File: config.mk
export PLATFORM = sky130hd
export DESIGN_NAME = sys_top
export DESIGN_NICKNAME = d
export VERILOG_FILES = /design/src/rtl/sys_top_pkg.sv /design/src/rtl/sys_top_uart_rx.sv /design/src/rtl/sys_top.sv
export SDC_FILE = /design/constraint.sdc
export NUM_CORES = 1
export LEC_CHECK = 0
export CAP_MARGIN = 0
export CORE_MARGIN = 1
export CORE_UTILIZATION = 30
export CTS_CLUSTER_DIAMETER = 80
export DETAILED_ROUTE_END_ITERATION = 16
export GPL_TIMING_DRIVEN = 0
export HOLD_SLACK_MARGIN = 0.02
export REMOVE_ABC_BUFFERS = 1
export SETUP_SLACK_MARGIN = 0.1
export SYNTH_ARGS = -nofsm -noshare
export SYNTH_HDL_FRONTEND = slang
export SYNTH_SLANG_ARGS = --single-unit
File: constraint.sdc
create_clock -name REF_CLK -period 54 [get_ports REF_CLK]
set_clock_uncertainty 0.05 [all_clocks]
set_input_delay 8.1 -clock REF_CLK [delete_from_list [all_inputs] [get_ports REF_CLK]]
set_output_delay 8.1 -clock REF_CLK [all_outputs]
set_load 0.05 [all_outputs]
File: src/rtl/sys_top_pkg.sv
// sys_top_pkg: command opcodes, ALU functions,
// command FSM states and config register layout.
package sys_top_pkg;

    localparam logic [7:0] CMD_WRITE  = 8'hAA;
    localparam logic [7:0] CMD_READ   = 8'hBB;
    localparam logic [7:0] CMD_ALU    = 8'hCC;
    localparam logic [7:0] CMD_ALU_RF = 8'hDD;

    localparam int         CFG_REG     = 2;
    localparam int         CFG_PAR_EN  = 0;
    localparam int         CFG_PAR_TYP = 1;
    localparam logic [7:0] CFG_RESET   = 8'h01;

    typedef enum logic [3:0] {
        ALU_ADD, ALU_SUB, ALU_MUL, ALU_DIV,
        ALU_AND, ALU_OR, ALU_NAND, ALU_NOR,
        ALU_XOR, ALU_XNOR, ALU_EQ, ALU_GT,
        ALU_LT, ALU_SHR, ALU_SHL, ALU_ZERO
    } alu_func_e;

    typedef enum logic [3:0] {
        S_IDLE, S_WR_ADDR, S_WR_DATA, S_RD_ADDR,
        S_ALU_A, S_ALU_B, S_ALU_FUNC, S_EXEC,
        S_TX_WAIT
    } state_e;

endpackage

File: src/rtl/sys_top_uart_rx.sv
// uart_rx: mid-bit sampling receiver with optional parity.
// Emits a byte pulse or an error pulse at the stop-bit sample.
module uart_rx #(
    parameter int DATA_WIDTH   = 8,
    parameter int CLKS_PER_BIT = 868
) (
    input  logic                  clk,
    input  logic                  rst_n,
    input  logic                  rx,
    input  logic                  par_en,
    input  logic                  par_odd,
    output logic [DATA_WIDTH-1:0] data,
    output logic                  valid,
    output logic                  err,
    output logic                  rx_error
);
    import sys_top_pkg::*;

    localparam int              CW   = $clog2(CLKS_PER_BIT);
    localparam int              BW   = $clog2(DATA_WIDTH);
    localparam logic [CW-1:0]   HALF = CW'(CLKS_PER_BIT / 2 - 1);
    localparam logic [CW-1:0]   FULL = CW'(CLKS_PER_BIT - 1);
    localparam logic [BW-1:0]   LAST = BW'(DATA_WIDTH - 1);

    typedef enum logic [2:0] {
        R_IDLE, R_START, R_DATA, R_PAR, R_STOP
    } rx_state_e;

    rx_state_e             st;
    logic [2:0]            sync;
    logic [CW-1:0]         cnt;
    logic [BW-1:0]         idx;
    logic [DATA_WIDTH-1:0] sh;
    logic                  par_ok;

    // Synchronise the line, then walk the frame one bit at a time
    always_ff @(posedge clk) begin
        if (!rst_n) begin
            st       <= R_IDLE;
            sync     <= '1;
            cnt      <= '0;
            idx      <= '0;
            sh       <= '0;
            par_ok   <= 1'b1;
            data     <= '0;
            valid    <= 1'b0;
            err      <= 1'b0;
            rx_error <= 1'b0;
        end else begin
            sync  <= {sync[1:0], rx};
            valid <= 1'b0;
            err   <= 1'b0;
            unique case (st)
                R_IDLE: begin
                    if (sync[2] && !sync[1]) begin
                        st  <= R_START;
                        cnt <= '0;
                    end
                end
                R_START: begin
                    if (cnt == HALF) begin
                        cnt <= '0;
                        if (sync[1]) begin
                            st <= R_IDLE;
                        end else begin
                            st       <= R_DATA;
                            idx      <= '0;
                            par_ok   <= 1'b1;
                            rx_error <= 1'b0;
                        end
                    end else begin
                        cnt <= cnt + 1'b1;
                    end
                end
                R_DATA: begin
                    if (cnt == FULL) begin
                        cnt <= '0;
                        sh  <= {sync[1], sh[DATA_WIDTH-1:1]};
                        idx <= idx + 1'b1;
                        if (idx == LAST)
                            st <= par_en ? R_PAR : R_STOP;
                    end else begin
                        cnt <= cnt + 1'b1;
                    end
                end
                R_PAR: begin
                    if (cnt == FULL) begin
                        cnt    <= '0;
                        par_ok <= (sync[1] == ((^sh) ^ par_odd));
                        st     <= R_STOP;
                    end else begin
                        cnt <= cnt + 1'b1;
                    end
                end
                R_STOP: begin
                    if (cnt == FULL) begin
                        cnt <= '0;
                        st  <= R_IDLE;
                        if (sync[1] && par_ok) begin
                            valid <= 1'b1;
                            data  <= sh;
                        end else begin
                            err      <= 1'b1;
                            rx_error <= 1'b1;
                        end
                    end else begin
                        cnt <= cnt + 1'b1;
                    end
                end
                default: st <= R_IDLE;
            endcase
        end
    end

endmodule

File: src/rtl/sys_top.sv
// sys_top: UART command processor driving a register
// file and ALU, replying with serial frames.
module sys_top #(
    parameter int DATA_WIDTH   = 8,
    parameter int CLKS_PER_BIT = 868,
    parameter int RF_DEPTH     = 16
) (
    input  logic REF_CLK,
    input  logic RST,
    input  logic RX_IN,
    output logic TX_OUT,
    output logic RX_ERROR
);
    import sys_top_pkg::*;

    localparam int AW = $clog2(RF_DEPTH);
    localparam int RW = 2 * DATA_WIDTH;
    localparam int CW = $clog2(CLKS_PER_BIT);
    localparam int LW = $clog2(DATA_WIDTH + 4);
    localparam logic [CW-1:0]         FULL  = CW'(CLKS_PER_BIT - 1);
    localparam logic [DATA_WIDTH-1:0] DEPTH = DATA_WIDTH'(RF_DEPTH);

    logic [DATA_WIDTH-1:0] rf [RF_DEPTH];
    state_e                state;
    alu_func_e             func;
    logic [DATA_WIDTH-1:0] addr;
    logic [DATA_WIDTH-1:0] hi_byte;
    logic                  two;
    logic                  hi_pend;

    logic [DATA_WIDTH-1:0] rx_data;
    logic                  rx_valid;
    logic                  rx_err;
    logic                  par_en;
    logic                  par_odd;

    logic                  addr_ok;
    logic [AW-1:0]         ridx;
    logic [DATA_WIDTH-1:0] rd_data;
    logic [RW-1:0]         wa;
    logic [RW-1:0]         wb;
    logic [RW-1:0]         alu_res;
    logic                  collecting;

    logic [DATA_WIDTH+2:0] tx_sr;
    logic [LW-1:0]         tx_left;
    logic [CW-1:0]         tx_cnt;
    logic                  tx_last;
    logic                  tx_load;
    logic [DATA_WIDTH-1:0] tx_byte;

    assign par_en  = rf[CFG_REG][CFG_PAR_EN];
    assign par_odd = rf[CFG_REG][CFG_PAR_TYP];
    assign addr_ok = addr < DEPTH;
    assign ridx    = addr[AW-1:0];
    assign rd_data = addr_ok ? rf[ridx] : '0;
    assign collecting = state inside {S_WR_ADDR, S_WR_DATA,
        S_RD_ADDR, S_ALU_A, S_ALU_B, S_ALU_FUNC};

    uart_rx #(
        .DATA_WIDTH  (DATA_WIDTH),
        .CLKS_PER_BIT(CLKS_PER_BIT)
    ) u_rx (
        .clk     (REF_CLK),
        .rst_n   (RST),
        .rx      (RX_IN),
        .par_en  (par_en),
        .par_odd (par_odd),
        .data    (rx_data),
        .valid   (rx_valid),
        .err     (rx_err),
        .rx_error(RX_ERROR)
    );

    // Unsigned ALU over RF[0]/RF[1], result modulo 2^RW
    always_comb begin
        wa      = RW'(rf[0]);
        wb      = RW'(rf[1]);
        alu_res = '0;
        unique case (func)
            ALU_ADD:  alu_res = wa + wb;
            ALU_SUB:  alu_res = wa - wb;
            ALU_MUL:  alu_res = wa * wb;
            ALU_DIV:  alu_res = (wb == '0) ? '0 : wa / wb;
            ALU_AND:  alu_res = wa & wb;
            ALU_OR:   alu_res = wa | wb;
            ALU_NAND: alu_res = RW'(~(rf[0] & rf[1]));
            ALU_NOR:  alu_res = RW'(~(rf[0] | rf[1]));
            ALU_XOR:  alu_res = wa ^ wb;
            ALU_XNOR: alu_res = RW'(~(rf[0] ^ rf[1]));
            ALU_EQ:   alu_res = RW'(wa == wb);
            ALU_GT:   alu_res = RW'(wa > wb);
            ALU_LT:   alu_res = RW'(wa < wb);
            ALU_SHR:  alu_res = wa >> 1;
            ALU_SHL:  alu_res = wa << 1;
            ALU_ZERO: alu_res = '0;
            default:  alu_res = '0;
        endcase
    end

    // The high byte loads in the stop bit's last cycle: no idle gap
    assign tx_last = (tx_left == LW'(1)) && (tx_cnt == FULL);
    assign tx_load = (state == S_EXEC) ||
                     ((state == S_TX_WAIT) && tx_last && hi_pend);
    assign tx_byte = (state != S_EXEC) ? hi_byte :
                     two ? alu_res[DATA_WIDTH-1:0] : rd_data;
    assign TX_OUT  = tx_sr[0];

    // Serialiser: start, data LSB first, parity, stop
    always_ff @(posedge REF_CLK) begin
        if (!RST) begin
            tx_sr   <= '1;
            tx_left <= '0;
            tx_cnt  <= '0;
        end else if (tx_load) begin
            tx_sr   <= {1'b1,
                        par_en ? ((^tx_byte) ^ par_odd) : 1'b1,
                        tx_byte, 1'b0};
            tx_left <= par_en ? LW'(DATA_WIDTH + 3) : LW'(DATA_WIDTH + 2);
            tx_cnt  <= '0;
        end else if (tx_left != '0) begin
            if (tx_cnt == FULL) begin
                tx_cnt  <= '0;
                tx_sr   <= {1'b1, tx_sr[DATA_WIDTH+2:1]};
                tx_left <= tx_left - 1'b1;
            end else begin
                tx_cnt <= tx_cnt + 1'b1;
            end
        end
    end

    // Command sequencer: collects bytes, updates RF, hands off to TX
    always_ff @(posedge REF_CLK) begin
        if (!RST) begin
            state   <= S_IDLE;
            func    <= ALU_ADD;
            addr    <= '0;
            hi_byte <= '0;
            two     <= 1'b0;
            hi_pend <= 1'b0;
            for (int i = 0; i < RF_DEPTH; i++)
                rf[i] <= '0;
            rf[CFG_REG] <= DATA_WIDTH'(CFG_RESET);
        end else if (rx_err && collecting) begin
            state <= S_IDLE;
        end else begin
            unique case (state)
                S_IDLE: begin
                    if (rx_valid) begin
                        case (rx_data)
                            CMD_WRITE:  state <= S_WR_ADDR;
                            CMD_READ:   state <= S_RD_ADDR;
                            CMD_ALU:    state <= S_ALU_A;
                            CMD_ALU_RF: state <= S_ALU_FUNC;
                            default:    state <= S_IDLE;
                        endcase
                    end
                end
                S_WR_ADDR: begin
                    if (rx_valid) begin
                        addr  <= rx_data;
                        state <= S_WR_DATA;
                    end
                end
                S_WR_DATA: begin
                    if (rx_valid) begin
                        if (addr_ok)
                            rf[ridx] <= rx_data;
                        state <= S_IDLE;
                    end
                end
                S_RD_ADDR: begin
                    if (rx_valid) begin
                        addr  <= rx_data;
                        two   <= 1'b0;
                        state <= S_EXEC;
                    end
                end
                S_ALU_A: begin
                    if (rx_valid) begin
                        rf[0] <= rx_data;
                        state <= S_ALU_B;
                    end
                end
                S_ALU_B: begin
                    if (rx_valid) begin
                        rf[1] <= rx_data;
                        state <= S_ALU_FUNC;
                    end
                end
                S_ALU_FUNC: begin
                    if (rx_valid) begin
                        func  <= alu_func_e'(rx_data[3:0]);
                        two   <= 1'b1;
                        state <= S_EXEC;
                    end
                end
                S_EXEC: begin
                    hi_byte <= alu_res[RW-1:DATA_WIDTH];
                    hi_pend <= two;
                    state   <= S_TX_WAIT;
                end
                S_TX_WAIT: begin
                    if (tx_last) begin
                        if (hi_pend)
                            hi_pend <= 1'b0;
                        else
                            state <= S_IDLE;
                    end
                end
                default: state <= S_IDLE;
            endcase
        end
    end

endmodule

# Word level (Yosys, flattened, before mapping)
# Memories as Yosys holds them, arrays and structs flattened. A register that Yosys moved wholly into a read port is not among the register bits.
# Cells that the tools add are included.
totals:
  ff_bits: 89
  latchBits: 0
  mem_bits_rw: 128
  rom_bits: 0
  output_inout_bits: 2
  mem_count: 1
op_classes:
  n_addsub: 6
  n_mul: 1
  n_div: 1
  order_cmp: 3
  eq_ne: 57
  shifts: 0
  n_mux: 81
  bitwise: 13
  reduce_logical: 45
memory_table:
  columns: ["memory", "words", "width", "read_ports", "rd_clocked_by_memory_dff", "write_ports", "line_no", "source"]
  rows:
  - ["rf", 16, 8, 4, 1, 16, "sys_top.sv:23", "logic [DATA_WIDTH-1:0] rf [RF_DEPTH];"]
ops:
  columns: ["cell", "n"]
  rows:
  - ["16-bit one-hot mux with 16 select lines", 1]
  - ["10-bit 2-to-1 mux", 7]
  - ["4-bit 2-to-1 mux", 14]
  - ["8-bit 2-to-1 mux", 7]
  - ["8-bit inverter with 16-bit output", 3]
  - ["4-bit == test (second input constant)", 9]
  - ["4-bit by 3-bit == test with 1-bit output (second input constant)", 8]
  - ["8-bit == test (second input constant)", 4]
  - ["4-bit one-hot mux with 8 select lines", 1]
  - ["1-bit 2-to-1 mux", 31]
  - ["3-bit 2-to-1 mux", 10]
  - ["10-bit one-hot mux with 3 select lines", 1]
  - ["2-bit by 1-bit inequality test with 1-bit output (second input constant)", 14]
  - ["10-bit by 1-bit adder with 10-bit output (second input constant)", 2]
  - ["10-bit == test (second input constant)", 2]
  - ["8-bit by 8-bit divider with 16-bit output", 1]
  - ["4-bit by 2-bit == test with 1-bit output (second input constant)", 4]
  - ["8-bit by 8-bit multiplier with 16-bit output", 1]
  - ["16-bit 2-to-1 mux", 1]
  - ["8-bit parity", 2]
  - ["3-bit one-hot mux with 5 select lines", 1]
  - ["3-bit AND reduction", 5]
  - ["2-bit nonzero test", 7]
  - ["4-bit by 1-bit == test with 1-bit output (second input constant)", 3]
  - ["other kinds (42)", 68]

# Logic depth before layout (Yosys ltp)
# An unclocked memory read counts as a cell.
depth:
  ltp_word: 10
  depth_mapped: 158
  mapped_depth_nobuf: 150

# Cells and area by module
# From an unflattened synthesis, not the netlist that was laid out.
unflattened:
  cells_unflattened: 2119
  area_unflattened_um2: 19242.2
modules_own_cells:
  columns: ["mod", "n_inst", "cells_per_inst", "area_per_inst_um2"]
  rows:
  - ["sys_top", 1, 1900, 17281.6]
  - ["uart_rx", 1, 219, 1960.6]

# Worst setup path before layout
# OpenSTA, ideal clock, no wires.
synth_path:
  path_kind: "register to register"
  startpoint: "mem rf[1][1]"
  endpoint: "reg tx_sr[9]"
  arrival_ps: 26646
  slack_ps: 27182
  stages_incl_launch_ff: 136
  path_buffers: 8
  cell_sequence: "edfxtp_1 > inv_1 > ha_1 > o21a_1 > o22ai_1 > or4_1 > o21ai_0 > ha_1 > a21o_1 > o211ai_1 > and2_1 > nor4_1 > a21oi_1 > inv_1 > ha_1 > or3_1 > o221a_2 > a31o_2 > [100 not listed] > nor2_1 > a21oi_1 > ha_1 > a21o_1 > a21oi_1 > nor2b_1 > o21ai_0 > nand2b_1 > a21oi_1 > nor2b_1 > o21ai_0 > nor4bb_1 > and4_1 > o211ai_1 > a21oi_1 > a31oi_1 > xnor2_1 > o32a_1"
synth_rtl:
  columns: ["element", "line_no", "source"]
  rows:
  - ["from (decl)", "sys_top.sv:23", null]
  - ["to (signal assigned)", "sys_top.sv:116", "tx_sr <= {1'b1,"]
  - ["to (signal assigned)", "sys_top.sv:124", "tx_sr <= {1'b1, tx_sr[DATA_WIDTH+2:1]};"]
  - ["to (decl)", "sys_top.sv:45", "logic [DATA_WIDTH+2:0] tx_sr;"]

==> results_tabular.tex <==
\begin{tabular}{lr}
\hline
Metric & Value \\
\hline
\multicolumn{2}{l}{\textbf{Floorplan}} \\
Vertical die dimension & 253 um \\
Horizontal die dimension & 253 um \\
Standard cell core area & 62100 um2 \\
Number of placement rows & 91 \\
IO Pins & 5 \\
Starting Density & 30.5\% \\
Die area & 64100 um2 \\
\multicolumn{2}{l}{\textbf{Critical path}} \\
Most frequent cell on the critical path & sky130\_fd\_sc\_hd\_\_o21a\_1 \\
CP max FO & 24 \\
Category of the most critical setup path & register to register \\
Standard cell with the maximum stage delay on the critical path & sky130\_fd\_sc\_hd\_\_nor3b\_2 \\
RR Startpoint & rf[1][1] \\
Max incr delay on CP & 1.11 ns \\
Data arrival time of the worst path & 33.53 ns \\
Req. time, crit path & 54.36 ns \\
Worst setup EP type & register \\
Timing startpoint of the critical path & rf[1][1] \\
Type of element launching the critical path & register \\
\multicolumn{2}{l}{\textbf{Worst hold path}} \\
Startpoint of the tightest hold check path & u\_rx.sync[0] \\
Hold crit path type & register to register \\
\multicolumn{2}{l}{\textbf{Logic synthesis}} \\
Sequential-to-total area share from yosys stat & 30.2\% \\
Number of flops mapped to enable cells by yosys & 128 \\
Distinct cells, synth & 103 \\
Dominant register cell in the synthesized netlist & sky130\_fd\_sc\_hd\_\_edfxtp\_1 \\
Seq cells post-synth & 221 \\
Synthesis warning total & 0 \\
Netlist Area Pre-Place & 18900 um2 \\
Post-synthesis instance total & 2085 \\
Share of flip-flops with an asynchronous set or reset & 0\% \\
Syn\_area\_per\_cell & 9.07 um2 \\
\multicolumn{2}{l}{\textbf{STA}} \\
Count of final max-slew check failures & 0 \\
Slew at the pin with the worst max-slew slack & 1.39 ns \\
Worst relative slew slack & 6.35\% \\
Final period demand of the worst path & 33.17 ns \\
Number of hold violations in the final report & 0 \\
Fmax & 30.2 MHz \\
Post-Route Setup TNS & 0 ns \\
Final clock period utilization by the worst path & 61.4\% \\
Unrepaired setup endpoints after global routing & false \\
Setup Viol. Count Final & 0 \\
\multicolumn{2}{l}{\textbf{Global route}} \\
Global Route Usage Sum & 15.5\% \\
Maximum number of pins on one net before global-route repair & 45 \\
Antenna violations before repair & 0 \\
Residual overflow from global routing & 0 \\
Number of global-route vias before repair & 15300 \\
First-pass GRT wire length & 81000 um \\
\multicolumn{2}{l}{\textbf{Flow run}} \\
Max Cap Violations & 0 \\
\multicolumn{2}{l}{\textbf{Drt}} \\
DRC violation count after routing & 0 \\
Number of DRC markers after the initial detailed-route iteration & 1217 \\
First drt pass iteration count & 5 \\
Routed length per placed instance & 17.3 um \\
Average via count per standard cell & 5.35 \\
Final wirelength & 50000 um \\
DRT antenna net count & 0 \\
Vias & 15400 \\
\multicolumn{2}{l}{\textbf{Pwr}} \\
Worst IR drop on VDD & 67.6 uV \\
Overall power after layout & 855 uW \\
Total power per unit cell area & 41.9 nW/um2 \\
Leakage component of the power & 0.00792 uW \\
\multicolumn{2}{l}{\textbf{Place}} \\
Number of placed instances, taps included & 2842 \\
Area after DPL & 19700 um2 \\
Gp weighted congestion & 0.925 \\
Input/output buffers & 4 \\
Placed wire-length estimate after detailed placement & 36200 um \\
\multicolumn{2}{l}{\textbf{Clock tree}} \\
Number of buffers inserted by hold repair at cts & 0 \\
Total CTS buffers & 23 \\
Clk Tree Root Cell & sky130\_fd\_sc\_hd\_\_clkbuf\_16 \\
CTS resizes & 0 \\
Clk Latency, worst-skew pair & 0.52 ns \\
Clock transition time at the flip-flop clock pins of the worst setup and hold paths & 0.06 ns \\
CTS HTree Levels & 1 \\
Max Buffers Root-to-Sink & 3 \\
Total clock sinks & 221 \\
Setup Fix Bufs, Post-CTS & 0 \\
Clock tree from TritonCTS & built \\
\multicolumn{2}{l}{\textbf{Layout}} \\
Antenna fix cells & 0 \\
Post-route cell area & 20400 um2 \\
Layout overhead on the synthesized area & 7.90\% \\
Fillers & 6373 \\
Layout cell share with drive strength beyond 1 & 7.38\% \\
Final design utilization & 32.9\% \\
Final std cells w/o fill & 2883 \\
Nets & 2241 \\
\multicolumn{2}{l}{\textbf{Status}} \\
Result of the run & completed \\
\hline
\end{tabular}
==> flip-flops by register name (all words and copies together) (netlist names), 4 cells and up, named ones only <==
register	cells
u_rx.cnt	10
addr	8
u_rx.sh	8
hi_byte	8
tx_cnt	10
tx_left	4
u_rx.data	8
rf	128
func	4
state	4
tx_sr	10
==> logic make-up after synthesis <==
kind of cell	count (synthesis)	share of synthesized area, %
simple gates	779	20.9
xor+xnor	105	4.86
fa+ha+maj	208	15.3
compound gates	458	16.1
mux	104	8.31
other cells	1	0.0198
flops	221	30.2
buf+inv	209	4.38
==> cell type report <==
class                           instances  area [um2]  share of cell area (%)
Clock inverter                         14         120                   0.589
Timing Repair Buffer                    8        98.8                   0.484
Sequential cell                       221        5710                    28.0
Inverter                              115         432                    2.12
Multi-Input combinational cell       1662       12400                    60.8
Clock buffer                           26         587                    2.88
Tap cell                              837        1050                    5.13
==> worst paths after layout <==
path,endpoint,slack (ns),cells past startpoint
worst max register to register,tx_sr[9],20.83,127
worst min-delay path,u_rx.sync[1],0.36,1
worst min register to register,u_rx.sync[1],0.36,1
worst max-delay path,tx_sr[9],20.83,127
==> worst max-delay path, delay by kind of cell (launching register included) <==
kind	cells	cell delay, ns
compound gates	73	16.01
simple gates	36	10.13
fa+ha+maj	13	4.12
buf+inv	2	1.06
mux	2	0.74
xor+xnor	1	0.24
flops	1	0.60
==> metrics by stage <==
| stage | hold slack [ns] | setup WS (ns) |
|---|---|---|
| floorplan | 0.336 | 27.02 |
| global placement | 0.349 | 21.54 |
| detailed placement | 0.343 | 21.18 |
| CTS | 0.357 | 21.06 |
| global route | 0.385 | 17.86 |
| finish | 0.356 | 20.83 |
==> synth_stat cells, types with 17 or more instances <==
cell type	n	area [um2]
sky130_fd_sc_hd__nand3_1	40	200
sky130_fd_sc_hd__xor2_1	31	272
sky130_fd_sc_hd__or3_1	17	106
sky130_fd_sc_hd__nand4_1	22	138
sky130_fd_sc_hd__edfxtp_1	128	3840
sky130_fd_sc_hd__nor2_1	212	796
sky130_fd_sc_hd__nand2_1	171	642
sky130_fd_sc_hd__or2_2	17	106
sky130_fd_sc_hd__and2_1	138	863
sky130_fd_sc_hd__mux2_2	23	259
sky130_fd_sc_hd__nor3_1	54	270
sky130_fd_sc_hd__ha_1	169	2110
sky130_fd_sc_hd__clkbuf_1	75	282
sky130_fd_sc_hd__o211ai_1	26	195
sky130_fd_sc_hd__dfxtp_1	93	1860
sky130_fd_sc_hd__mux2i_1	40	400
sky130_fd_sc_hd__nand2b_1	22	138
sky130_fd_sc_hd__mux4_2	40	901
sky130_fd_sc_hd__o21a_1	37	278
sky130_fd_sc_hd__inv_1	109	409
sky130_fd_sc_hd__fa_1	38	761
sky130_fd_sc_hd__xnor2_1	74	648
sky130_fd_sc_hd__o21ai_0	81	405
sky130_fd_sc_hd__o31ai_1	20	150
sky130_fd_sc_hd__a21o_1	22	165
sky130_fd_sc_hd__a21oi_1	133	666
==> power breakdown <==
group          leakage [uW]  switching [uW]  internal, uW  total, uW
registers           0.00197            5.33           183        188
logic               0.00562             287           227        515
clock network      0.000336            64.4          87.2        152
total               0.00792             357           498        855
==> cells in the final DEF (no fill, tap or decap), types with 38 or more instances in the layout <==
master / instances
sky130_fd_sc_hd__xnor2_1: 74
sky130_fd_sc_hd__nand2_1: 171
sky130_fd_sc_hd__inv_1: 109
sky130_fd_sc_hd__nor3_1: 54
sky130_fd_sc_hd__ha_1: 169
sky130_fd_sc_hd__nor2_1: 212
sky130_fd_sc_hd__and2_1: 138
sky130_fd_sc_hd__fa_1: 38
sky130_fd_sc_hd__mux2i_1: 40
sky130_fd_sc_hd__a21oi_1: 132
sky130_fd_sc_hd__nand3_1: 40
sky130_fd_sc_hd__mux4_2: 40
sky130_fd_sc_hd__dfxtp_1: 91
sky130_fd_sc_hd__o21ai_0: 76
sky130_fd_sc_hd__edfxtp_1: 128
==> layer usage <==
metal / vias to the layer above / share of wire, % / GRT usage [%]
met2: 375 / 48 / 26.7
met3: 82 / 5.3 / 1.59
met4: 0 / 2.6 / 4.66
li1: 7414 / - / -
met1: 7564 / 45 / 20.3
met5: - / 0 / 0
Note: power is estimated with default switching activity, not from simulation.
